**src/rtl/ifetch_stage.sv**
```systemverilog
// Instruction fetch stage: PC generation, credit-limited memory requests, response buffering and
// field split for the decode unit. Define IFETCH_PERF_EN to add the perf_fetch_cnt output.
module ifetch_stage #(
  parameter int                  PC_WIDTH   = 32,
  parameter logic [PC_WIDTH-1:0] RESET_PC   = '0,
  parameter int                  FIFO_DEPTH = 2
) (
  input  logic                clk,
  input  logic                rst_n,
  output logic                imem_req_valid,
  input  logic                imem_req_ready,
  output logic [PC_WIDTH-1:0] imem_req_addr,
  input  logic                imem_rsp_valid,
  input  logic [31:0]         imem_rsp_data,
  input  logic                redirect_valid,
  input  logic [PC_WIDTH-1:0] redirect_pc,
  output logic                out_valid,
  input  logic                out_ready,
  output logic [PC_WIDTH-1:0] out_pc,
  output logic [31:0]         out_instr,
  output logic [6:0]          out_opcode,
  output logic [2:0]          out_funct3,
  output logic [6:0]          out_funct7,
  output logic [4:0]          out_rd,
  output logic [4:0]          out_rs1,
  output logic [4:0]          out_rs2,
  output logic                out_rtype
`ifdef IFETCH_PERF_EN
  ,
  output logic [31:0]         perf_fetch_cnt
`endif
);

  localparam int PTR_W = $clog2(FIFO_DEPTH);
  localparam int CNT_W = PTR_W + 1;

  typedef logic [PTR_W-1:0]    ptr_t;
  typedef logic [CNT_W-1:0]    cnt_t;
  typedef logic [PC_WIDTH-1:0] pc_t;

  localparam logic [CNT_W:0] DEPTH_C = (CNT_W + 1)'(FIFO_DEPTH);

  pc_t  pc_q, pc_d;
  logic started_q;
  cnt_t outst_q, outst_d;
  cnt_t drop_q, drop_d;
  cnt_t fifo_cnt_q, fifo_cnt_d;
  ptr_t fifo_rd_q, fifo_rd_d;
  ptr_t fifo_wr_q, fifo_wr_d;
  ptr_t infl_rd_q, infl_rd_d;
  ptr_t infl_wr_q, infl_wr_d;

  pc_t         fifo_pc_q    [FIFO_DEPTH];
  logic [31:0] fifo_instr_q [FIFO_DEPTH];
  pc_t         infl_pc_q    [FIFO_DEPTH];

  logic [CNT_W:0] in_use;
  logic           req_fire;
  logic           drop_active;
  logic           push;
  logic           pop;
  logic [31:0]    head_instr;

  // Stale in-flight requests still hold credit, so the buffer can never overflow.
  assign in_use         = {1'b0, outst_q} + {1'b0, fifo_cnt_q};
  assign imem_req_valid = started_q && !redirect_valid && (in_use < DEPTH_C);
  assign imem_req_addr  = pc_q;
  assign req_fire       = imem_req_valid && imem_req_ready;

  assign drop_active = (drop_q != '0);
  assign push        = imem_rsp_valid && !drop_active && !redirect_valid;
  assign out_valid   = (fifo_cnt_q != '0);
  assign pop         = out_valid && out_ready && !redirect_valid;

  // NOTE: always_comb assigns every output a default first, so no path can infer a latch.
  always_comb begin
    pc_d       = pc_q;
    outst_d    = outst_q;
    drop_d     = drop_q;
    fifo_cnt_d = fifo_cnt_q;
    fifo_rd_d  = fifo_rd_q;
    fifo_wr_d  = fifo_wr_q;
    infl_rd_d  = infl_rd_q;
    infl_wr_d  = infl_wr_q;

    if (redirect_valid) begin
      pc_d = redirect_pc & ~pc_t'(3);
    end else if (req_fire) begin
      pc_d = pc_q + pc_t'(4);
    end

    if (req_fire && !imem_rsp_valid) begin
      outst_d = outst_q + cnt_t'(1);
    end else if (!req_fire && imem_rsp_valid) begin
      outst_d = outst_q - cnt_t'(1);
    end

    // After a redirect every request still in flight is stale; pending drops are a subset of them.
    if (redirect_valid) begin
      drop_d = imem_rsp_valid ? outst_q - cnt_t'(1) : outst_q;
    end else if (imem_rsp_valid && drop_active) begin
      drop_d = drop_q - cnt_t'(1);
    end

    if (redirect_valid) begin
      fifo_cnt_d = '0;
      fifo_rd_d  = '0;
      fifo_wr_d  = '0;
    end else begin
      if (push) fifo_wr_d = fifo_wr_q + ptr_t'(1);
      if (pop)  fifo_rd_d = fifo_rd_q + ptr_t'(1);
      if (push && !pop) begin
        fifo_cnt_d = fifo_cnt_q + cnt_t'(1);
      end else if (pop && !push) begin
        fifo_cnt_d = fifo_cnt_q - cnt_t'(1);
      end
    end

    if (req_fire)       infl_wr_d = infl_wr_q + ptr_t'(1);
    if (imem_rsp_valid) infl_rd_d = infl_rd_q + ptr_t'(1);
  end

  // NOTE: sequential state uses non-blocking assignments so every flop samples pre-edge values.
  always_ff @(posedge clk or negedge rst_n) begin
    if (!rst_n) begin
      pc_q       <= RESET_PC;
      started_q  <= 1'b0;
      outst_q    <= '0;
      drop_q     <= '0;
      fifo_cnt_q <= '0;
      fifo_rd_q  <= '0;
      fifo_wr_q  <= '0;
      infl_rd_q  <= '0;
      infl_wr_q  <= '0;
    end else begin
      pc_q       <= pc_d;
      started_q  <= 1'b1;
      outst_q    <= outst_d;
      drop_q     <= drop_d;
      fifo_cnt_q <= fifo_cnt_d;
      fifo_rd_q  <= fifo_rd_d;
      fifo_wr_q  <= fifo_wr_d;
      infl_rd_q  <= infl_rd_d;
      infl_wr_q  <= infl_wr_d;
    end
  end

  // NOTE: storage arrays carry no reset; entries are only read while the pointers mark them valid.
  always_ff @(posedge clk) begin
    if (push) begin
      fifo_pc_q[fifo_wr_q]    <= infl_pc_q[infl_rd_q];
      fifo_instr_q[fifo_wr_q] <= imem_rsp_data;
    end
    if (req_fire) begin
      infl_pc_q[infl_wr_q] <= pc_q;
    end
  end

  assign head_instr = out_valid ? fifo_instr_q[fifo_rd_q] : '0;
  assign out_pc     = out_valid ? fifo_pc_q[fifo_rd_q] : '0;
  assign out_instr  = head_instr;
  assign out_opcode = head_instr[6:0];
  assign out_rd     = head_instr[11:7];
  assign out_funct3 = head_instr[14:12];
  assign out_rs1    = head_instr[19:15];
  assign out_rs2    = head_instr[24:20];
  assign out_funct7 = head_instr[31:25];
  assign out_rtype  = out_valid && (head_instr[6:0] == 7'b0110011);

`ifdef IFETCH_PERF_EN
  logic [31:0] perf_q;

  always_ff @(posedge clk or negedge rst_n) begin
    if (!rst_n) begin
      perf_q <= '0;
    end else if (pop) begin
      perf_q <= perf_q + 32'd1;
    end
  end

  assign perf_fetch_cnt = perf_q;
`endif

endmodule
```
**config.mk**
```make
export PLATFORM = sky130hd
export DESIGN_NAME = ifetch_stage
export DESIGN_NICKNAME = d
export VERILOG_FILES = /design/src/rtl/ifetch_stage.sv
export SDC_FILE = /design/constraint.sdc
export NUM_CORES = 1
export LEC_CHECK = 0
export ABC_AREA = 0
export CORE_ASPECT_RATIO = 1.75
export CORE_MARGIN = 4
export CORE_UTILIZATION = 65
export CTS_CLUSTER_SIZE = 40
export DETAILED_ROUTE_END_ITERATION = 6
export DONT_BUFFER_PORTS = 1
export HOLD_SLACK_MARGIN = 0.12
export PLACE_DENSITY = 0.81
export SLEW_MARGIN = 20
export SYNTH_ARGS = -nofsm -noshare
export SYNTH_HDL_FRONTEND = slang
export SYNTH_SLANG_ARGS = --single-unit
```
**constraint.sdc**
```tcl
create_clock -name clk -period 10.7 [get_ports clk]
set_input_delay 2.675 -clock clk [delete_from_list [all_inputs] [get_ports clk]]
set_output_delay 2.675 -clock clk [all_outputs]
set_load 0.03 [all_outputs]
```
==> impl_results.md, run 1 <==
- First-pass GRT wire length: 27600 um
- Final Core Density: 0.699
- Slew HR: 0.249
- Top cells by area, synth: edfxtp_1 (58%), dfrtp_1 (11%), mux2i_1 (6.6%)
- R2R Setup Slk: 7430 ps
- Hold Buf Count CTS: 0
- WL final: 17400 um
- Share of the synthesized area in the top cell type: 0.580
- Synth Area per Inst: 14.3 um2
- Worst hold path class: flip-flop to flip-flop
- Req. time, crit path: 8030 ps
- Clock-pin slew on the worst setup and hold paths: 70 ps
- Min cycle time layout: 6240 ps
- Power per Cell Area: 215 mW/mm2
- Final Max Tran Viols: 0
- Final hold violation count: 0
- Die Y: 168 um
- CTS tree: yes
- Die Width: 99.5 um
- Clk_lat worst skew: 480 ps
- Setup TNS Final: 0 ps
- Core footprint: 0.0144 mm2
- Register area: 0.00656 mm2
- Number of clock sinks: 225
- Max-cap violations: 0
- Skew final: 10.6 ps
- Syn. warnings: 0
- Critical path class: input pin to output port
- Nets: 703
- Dpl hpwl: 11800 um
- Share of cells above drive strength 1: 0.128
- Crit path max fanout: 38
- Asr flop ratio synth: 0.182
- Status: finished, final reports clean
- Sequential share of the synthesized area: 0.688
- DRC: 0
- Number of buffers created by CTS: 19
- Hold_ws: 476 ps
- First drt pass iteration count: 5
- Cell Chain, Critical Path: nor4b_2
- Root Driver: clkbuf_16
- Initial Util: 0.663
- Post-DRT Antenna Nets: 0
- Synth area leader: edfxtp_1
- Slew @ Worst Pin: 1120 ps
- Post-CTS Setup Inserts: 0
- Crit-path max cell delay: 880 ps
- Vias: 5180
- Final setup viols: 0
- GR Util All Layers: 0.210
- Post-synth cell types: 48
- Fill count: 943
- Ant diodes: 0
- Post-synth EDFFs: 184
- Row count: 58
- Cells after Synth: 665
- CP top delay family: simple AND/OR/NAND/NOR gates
- Worst path arrival time: 3560 ps
- Crit end category: output port
- CP max stage cell: nor4b_2
- CP bufs+invs: 0
- GP Congestion: 0.819
- Most common library cells after synthesis: edfxtp_1 (184), nor2_1 (86), mux2i_1 (63)
- Fmax: 0.160 GHz
- Mean routed wirelength per cell: 21.2 um
- Htree depth: 1
- Final Cycle Share: 0.583
- CP startpoint kind: input pin
- Average vias per placed instance: 6.29
- Die area: 0.0167 mm2
- GRT overflow: 0
- #FFs+latches synth: 225
- Post-CTS Resized: 0
- Top FF cell, synth: edfxtp_1
- RSZ-0062 raised after global routing: false
- Largest net degree at the start of global routing: 64
- Number of global-route vias before repair: 5341
- Port Buffers: 0
- CTS Buffer Depth: 3
- Peak supply drop: 0.000184 V
- Area grow syn2layout: 5.45%
- Initial antenna violation count: 0
- Iter 0 DRT Violations: 220
- Area of the multi-input gates: 0.00255 mm2
- Leak: 3.27 nW
- Most frequent cell after synthesis: edfxtp_1
- Syn Std Cell Area: 0.00953 mm2
- Boundary pin count: 201
## metrics by stage
| stage | setup WS [ps] | instance area [um2] | std cells | total power, mW |
|---|---|---|---|---|
| floorplan | 2600 | 9540 | 668 | 1.47 |
| global placement | 4470 | 9430 | 789 | 1.50 |
| detailed placement | 4460 | 9430 | 789 | 1.52 |
| CTS | 4460 | 10000 | 823 | 2.18 |
| global route | 4400 | 10000 | 823 | 2.26 |
| finish | 4460 | 10000 | 823 | 2.16 |
## state kept, by name, summed over array words and instances (netlist names)
signal         count
fifo_cnt_q         2
fifo_rd_q          1
fifo_instr_q      64
infl_wr_q          1
fifo_pc_q         60
infl_rd_q          1
imem_req_addr     30
drop_q             2
fifo_wr_q          1
infl_pc_q         60
outst_q            2
started_q          1
## cell families after synthesis
kind of cell             count (synthesis)  synth area share
XOR/XNOR                                17            0.0156
flip-flops                             225             0.688
adder cells (fa/ha/maj)                  3           0.00473
AND/OR/NAND/NOR                        188            0.0988
other                                    2          0.000788
AO/OA/AOI/OAI                           59            0.0411
multiplexers                            95             0.104
buffers and inverters                   76            0.0472
## area by class of cell
type,count,area share
Sequential cell,225,0.653
Clock inverter,12,0.00785
Clock buffer,22,0.0537
Tap cell,180,0.0224
Inverter,9,0.00336
Multi-Input combinational cell,367,0.254
Timing Repair Buffer,8,0.00598
## final timing paths
path                                     endpoint  cells after the start      startpoint
worst min register to register          infl_rd_q                      1       infl_rd_q
min in group asynchronous       imem_req_addr[27]                      0           rst_n
worst max-delay path               imem_req_valid                      1  redirect_valid
worst max register to register  imem_req_addr[27]                      6   fifo_cnt_q[0]
worst min-delay path                    infl_rd_q                      1       infl_rd_q
max in group asynchronous               fifo_rd_q                      0           rst_n
## cell usage in the layout, fill, tap and decap left out, drive strengths merged, types with 2 or more instances in the layout
master and count:
edfxtp 184, nor2 86, mux2i 63, dfrtp 41, mux2 32, nand2 30
clkbuf 22, a31oi 16, o31ai 15, or4 15, o21ai 14, nand4 13
nand3 12, inv 11, xnor2 9, xor2 8, buf 8, clkinv 8
and4 6, conb 5, and2 4, and3 4, nor3 4, nor2b 3
o211ai 3, nor4 2, a22oi 2, or3 2, o311ai 2, a21oi 2
ha 2, nor4b 2, clkinvlp 2
## power breakdown
part           switching, mW  total, mW  internal, mW
Combinational          0.257      0.375         0.119
Clock                  0.293      0.660         0.367
Sequential            0.0778       1.12          1.05
Total                  0.627       2.16          1.53
## per-layer routing
layer	up-vias	share of wire	global-route usage	wire length [um]
met5	-	0	0	0
met4	0	0.041	0.100	712
met3	57	0.082	0.0498	1420
met2	259	0.53	0.361	9180
met1	2490	0.35	0.245	6140
li1	2374	-	-	-
(Power assumes the default switching activity.)
==> inputs of run 2 (changes only) <==
- CORE_UTILIZATION: 65 -> 57
- PLACE_DENSITY: 0.81 -> 0.75
- clock period: 10.7 -> 5.4 ns (I/O delays scaled with it)
==> run 2 against run 1 <==
  * Routed wire length is 2.4% higher
  * Clock power is 100% higher
  * Design area is 1.3% higher
  * Total power is 100% higher
  * Highest routed layer unchanged
  * Sequential power is 99% higher
  * Register-to-register slack worse by 5400 ps
  * Cell count is 6.3% higher
  * Largest power group unchanged
==> impl_results.md, run 2 (synthesized netlist as in run 1, its figures left out) <==
- Min cycle time layout: 4070 ps
- GP Congestion: 0.843
- Skew final: 10.6 ps
- Largest Register: fifo_instr_q
- Die Width: 106 um
- Final Core Density: 0.618
- Leak: 3.30 nW
- GRT overflow: 0
- Most frequent cells in the layout: edfxtp_1 (184), nor2_1 (84), mux2i_1 (63)
- Pre-CTS WS: 1810 ps
- Clock-pin slew on the worst setup and hold paths: 60 ps
- Average vias per placed instance: 5.86
- Reg2reg end: imem_req_addr[27]
- Area grow syn2layout: 6.78%
- Post-DRT Antenna Nets: 0
- Mean routed wirelength per cell: 20.4 um
- Number of global-route vias before repair: 5173
- Worst hold stages: 1
- Reg2reg start: fifo_cnt_q[0]
- CP startpoint kind: flip-flop
- Boundary pin count: 201
- Status: finished, final reports clean
- First drt pass iteration count: 4
- Vias: 5126
- Setup TNS Final: 0 ps
- Final hold violation count: 0
- Core footprint: 0.0164 mm2
- Crit path max fanout: 36
- Critical path class: flip-flop to output port
- DRC: 0
- Nets: 710
- Htree depth: 1
- R2R Setup Slk: 2000 ps
- Final Max Tran Viols: 0
- Req. time, crit path: 4050 ps
- RSZ-0062 raised after global routing: false
- Post-placement cell count: 839
- Post-CTS Setup Inserts: 0
- Largest net degree at the start of global routing: 63
- Port Buffers: 0
- Final std cells w/o fill: 875
- Worst path arrival time: 2720 ps
- Largest regs: fifo_instr_q x64, fifo_pc_q x60, infl_pc_q x60
- Final setup viols: 0
- Worst Reg-to-Reg Cells: 6
- CTS Buffer Depth: 3
- Initial Util: 0.579
- Share of cells above drive strength 1: 0.124
- Worst setup path startpoint: fifo_rd_q
- Fmax: 0.246 GHz
- End point of the critical path: out_rtype
- Number of clock sinks: 225
- Slew @ Worst Pin: 1130 ps
- Dpl hpwl: 12400 um
- WL final: 17900 um
- Most common cell after layout, fill and taps aside: edfxtp_1
- Max reg flops: 64
- Worst hold path class: flip-flop to flip-flop
- Hold Buf Count CTS: 0
- Power per Cell Area: 426 mW/mm2
- Iter 0 DRT Violations: 253
- Row count: 62
- Ant diodes: 0
- First-pass GRT wire length: 28000 um
- Number of buffers created by CTS: 20
- CTS tree: yes
- Root Driver: clkbuf_16
- Setup slack after layout: 1330 ps
- Post-CTS Resized: 0
- Peak supply drop: 0.000377 V
- Final Cycle Share: 0.753
- Slew HR: 0.241
- Crit end category: output port
- Clk_lat worst skew: 490 ps
- Initial antenna violation count: 0
- Die Y: 179 um
- GR Util All Layers: 0.187
- Die area: 0.0189 mm2
- Max-cap violations: 0
run 2: metrics by stage:
| stage | hold WS [ps] | power, mW | area (um2) |
|---|---|---|---|
| 2_1_floorplan | 460 | 2.91 | 9540 |
| 3_3_place_gp | 454 | 2.98 | 9530 |
| 3_5_place_dp | 461 | 3.02 | 9530 |
| 4_1_cts | 469 | 4.38 | 10200 |
| 5_1_grt | 493 | 4.52 | 10200 |
| 6_report | 467 | 4.33 | 10200 |
run 2: per-layer routing:
metal	vias up	global-route usage	share of wire
li1	2390	-	-
met1	2489	0.225	0.37
met2	215	0.331	0.53
met3	32	0.0386	0.067
met4	0	0.0719	0.029
met5	-	0	0
run 2: worst min-delay path by stage:
stage	slack, ps	endpoint	from
after global routing	490	infl_rd_q	infl_rd_q
after global placement	450	infl_rd_q	infl_rd_q
after floorplan	460	infl_wr_q	infl_wr_q
final	470	infl_rd_q	infl_rd_q
after CTS	470	infl_rd_q	infl_rd_q
after detailed placement	460	infl_rd_q	infl_rd_q
run 2: area by class of cell:
cell class,count,area [um2]
repair buffers,14,105
multi-input cells,367,2560
inverters,9,33.8
flip-flops and latches,225,6560
well taps,224,280
fillers,1255,6270
clock inverters,2,12.5
clock buffers,34,626
run 2: critical path, stage by stage, from the launching register on:
cell	delay (ps)
dfrtp_4	820
mux2i_1	150
nor2_1	870
nor3_1	140
buf_4	220
run 2: power by group:
group,leakage [nW],internal [mW],switching (mW),total (mW)
logic,0.850,0.241,0.505,0.746
registers,2.14,2.07,0.160,2.23
clock network,0.307,0.789,0.564,1.35
==> inputs of run 3 (changes only) <==
- clock period: 5.4 -> 3.5 ns (I/O delays scaled with it)
==> run 3 against run 2 <==
  * Clock skew shrank 2.8 ps
  * Total power grew 58%
  * Sequential power grew 54%
  * Critical path depth shrank 1
  * Clock power grew 61%
  * Worst hold slack lost 220 ps
  * Worst setup slack lost 980 ps
  * Design area grew 3.0%
  * First-iteration DRC count shrank 21%
  * Core utilization grew 1.8 points
  * Cell count grew 3.8%
  * Critical endpoint is now out_pc[5]
  * Largest cell class unchanged
  * Highest routed layer unchanged
==> impl_results.md, run 3 (synthesized netlist as in run 1, its figures left out) <==
- Status: finished, final reports clean
- Largest regs: fifo_instr_q x64, fifo_pc_q x60, infl_pc_q x60
- Crit path max fanout: 36
- Highest metal used: met4
- Min cycle time layout: 3150 ps
- Final hold violation count: 0
- Worst hold path class: input pin to asynchronous set/reset pin
- Slew HR: 0.432
- Ant diodes: 0
- Port Buffers: 0
- CP startpoint kind: flip-flop
- RSZ-0062 raised after global routing: false
- Peak supply drop: 0.000577 V
- Row count: 62
- Final Core Density: 0.637
- Vias: 5308
- Power per Cell Area: 654 mW/mm2
- Slew @ Worst Pin: 853 ps
- Final Cycle Share: 0.900
- Clk_lat worst skew: 470 ps
- Most frequent cells in the layout: edfxtp_1 (184), nor2_1 (84), mux2i_1 (63)
- Mean routed wirelength per cell: 19.6 um
- Cell Chain, Critical Path: buf_4 > mux2i_1 > nor2_1
- Number of clock sinks: 225
- Die area: 0.0189 mm2
- Initial Util: 0.579
- Iter 0 DRT Violations: 200
- Die Width: 106 um
- CP bufs+invs: 1
- Setup TNS Final: 0 ps
- R2R Setup Slk: 530 ps
- DRC: 0
- Nets: 743
- Boundary pin count: 201
- Initial antenna violation count: 0
- Worst Reg-to-Reg Cells: 6
- Crit end category: output port
- Dpl hpwl: 12100 um
- Clock-pin slew on the worst setup and hold paths: 70 ps
- Number of buffers created by CTS: 20
- CTS Buffer Depth: 3
- Core footprint: 0.0164 mm2
- Largest Register: fifo_instr_q
- Fill count: 1226
- Post-CTS Setup Inserts: 0
- Crit-path max cell delay: 840 ps
- Area grow syn2layout: 9.93%
- GRT overflow: 0
- Most common cell after layout, fill and taps aside: edfxtp_1
- Reg2reg start: fifo_cnt_q[0]
- Average vias per placed instance: 5.85
- Post-DRT Antenna Nets: 0
- Final Max Tran Viols: 0
- Metal2 WL: 9640 um
- Share of cells above drive strength 1: 0.171
- Max reg flops: 64
- CP max stage cell: dfrtp_4
- Fmax: 0.317 GHz
- First-pass GRT wire length: 28000 um
- Critical path class: flip-flop to output port
- Metal-1 WL: 6520 um
- Skew final: 7.83 ps
- GP Congestion: 0.813
- Max-cap violations: 0
- Largest net degree at the start of global routing: 63
- Number of global-route vias before repair: 5463
- Leak: 3.50 nW
- Reg2reg end: imem_req_addr[23]
- Dpl cell area: 0.00979 mm2
- Final setup viols: 0
- Root Driver: clkbuf_16
- Final instance area: 0.0105 mm2
- WL final: 17800 um
- Met3 WL post-DR: 1280 um
- Die Y: 179 um
- Worst path arrival time: 2280 ps
- Htree depth: 1
- GR Util All Layers: 0.185
- CP top delay family: flip-flops
- First drt pass iteration count: 5
- Req. time, crit path: 2620 ps
- CTS tree: yes
[run 3: stage by stage]
step	total power [mW]	setup slack, ps	cells	hold WS (ps)
6_report	6.85	349	908	244
4_1_cts	6.92	270	908	234
5_1_grt	7.13	224	908	236
3_5_place_dp	4.73	572	871	471
3_3_place_gp	4.67	661	871	456
2_1_floorplan	4.49	26.5	668	478
[run 3: report_power, final]
part | switching, mW | leakage (nW) | internal [mW]
combinational | 0.803 | 1.03 | 0.431
clock | 0.878 | 0.329 | 1.29
sequential | 0.244 | 2.14 | 3.20
[run 3: what timing repair did]
action | CTS | global route
gates resized for setup | 0 | 0
endpoints found under the hold margin | 41 | 0
hold buffers | 1 | 0
[run 3: final cells by class]
cell class	instances	area, um2	area share
Clock buffer	28	572	0.0546
Clock inverter	8	93.8	0.00896
Inverter	9	33.8	0.00323
Multi-Input combinational cell	367	2560	0.244
Sequential cell	225	6560	0.626
Tap cell	224	280	0.0268
Timing Repair Buffer	47	378	0.0361
[run 3: worst max-delay path by stage]
stage / depth (start not counted) / endpoint / startpoint
after floorplan: 4 / fifo_instr_q[0][0] / redirect_valid
final: 3 / out_pc[5] / fifo_rd_q
after global placement: 6 / imem_req_addr[21] / fifo_cnt_q[0]
after global routing: 3 / out_pc[5] / fifo_rd_q
after detailed placement: 6 / imem_req_addr[25] / fifo_cnt_q[0]
after CTS: 3 / out_pc[9] / fifo_rd_q
[run 3: layer usage]
layer	global-route usage	vias to the layer above
li1	-	2458
met1	0.211	2617
met2	0.342	203
met3	0.0425	30
met4	0.0594	0
met5	0	-
[run 3: worst register-to-register path: cells and delay by family (launching register included)]
kind                     cells  cell delay (ps)
AO/OA/AOI/OAI                1              170
adder cells (fa/ha/maj)      1              500
flip-flops                   1              460
AND/OR/NAND/NOR              4             1780
==> edit, RTL diff (flow settings as in run 2) <==
`PC_WIDTH`: 32 -> 36.
--- a/src/rtl/ifetch_stage.sv
+++ b/src/rtl/ifetch_stage.sv
@@ -1,7 +1,7 @@
 // Instruction fetch stage: PC generation, credit-limited memory requests, response buffering and
 // field split for the decode unit. Define IFETCH_PERF_EN to add the perf_fetch_cnt output.
 module ifetch_stage #(
-  parameter int                  PC_WIDTH   = 32,
+  parameter int                  PC_WIDTH   = 36,
   parameter logic [PC_WIDTH-1:0] RESET_PC   = '0,
   parameter int                  FIFO_DEPTH = 2
 ) (
Interface: changed (resized imem_req_addr, out_pc and redirect_pc); port bits go from 201 to 213. No check against the original RTL was run, so the function may have changed too.
==> edit against run 2 <==
Power up 15%; synthesized area up 8.9%; routed wire length up 13%; setup slack worse by 0.22 ns; final area up 10%; sequential power up 12%; sequential cell count up 20; critical path depth down 1.
==> edit: results (changes against run 2) <==
Power Total - 4.979 mW (+15%)
DR iter-0 viols - 230 (-9.1%)
Cell variety after synth - 57 (+19%)
Final GP Congestion - 0.9284 (+10%)
Worst EP arrival - 2.94 ns (+0.22 ns)
Final core occ - 62.51% (+0.66 points)
Least-Margin Pin Slew - 1.102 ns (-0.03238 ns)
Placed Cells - 909 (+8.3%)
Net Sw Power - 1.385 mW (+13%)
Top cells by area, synth - edfxtp_1 (58%), dfrtp_1 (11%), mux2i_1 (6.5%), mux2_2 (3.7%), nor2_1 (3.1%)
Reg area - 7136 µm² (+8.9%)
Flip-flop and latch count after synthesis - 245 (+8.9%)
Nets - 776 (+9.3%)
Status - finished, final reports clean
Peak supply drop - 298.6 µV (-21%)
DRT Wirelength - 20.11 mm (+13%)
Fillers - 1327 (+5.7%)
Adder-Cell Fraction of Synth Area - 0.4342% (-0.039 points)
Clock buf count - 30 (-12%)
EDFF count, synth - 200 (+8.7%)
Num CTS Buffers - 22 (+10%)
Synth Area in Compound Gates - 5.247% (+1.1 points)
Syn Inst Count - 725 (+9.0%)
Die Wd - 110.0 µm (+4.0%)
Leak - 3.777 nW (+15%)
Clock tree cell share of total cell area - 7.239% (+0.97 points)
Top cells by instance count after synthesis - edfxtp_1 (200), nor2_1 (87), mux2i_1 (67)
Combinational Power - 0.801 mW (+7.4%)
Routed vias - 5712 (+11%)
Tot GR Track Use - 19.84% (+1.1 points)
CP max FO - 38 (+5.6%)
Layout cells sized above 1 - 14.13% (+1.7 points)
Diodes inserted - 1 (+1)
-- edit: cell count changes after synthesis, sizes merged, moves of 9 or more --
cell	delta
a31oi	-11
edfxtp	+16
nand2	+18
o21ai	+9
o311ai	+9
o31ai	-15
or4	-15
-- edit: critical path, stage by stage, from the launching register on --
cell and delay, ns:
dfrtp_4 0.87, buf_4 0.58, mux2i_1 0.14, nor2_1 0.82
-- edit: layer usage --
layer  vias to the layer above  global-route usage (%)  share of wire, %
met5                         -                       0                 0
met4                         0                   8.449               3.7
met3                        49                   5.642               8.7
met2                       260                   35.15                53
met1                      2794                   21.55                35
li1                       2609                       -                 -
-- edit: worst paths after layout --
check,cells past startpoint,slack [ns],to
hold / removal,0,0.54,imem_req_addr[23]
min in group clk,1,0.55,infl_wr_q
hold reg to reg,1,0.55,infl_wr_q
max in group asynchronous,0,4.76,imem_req_addr[10]
setup / recovery,3,1.11,out_rs1[4]
setup reg to reg,5,2.12,infl_pc_q[0][25]
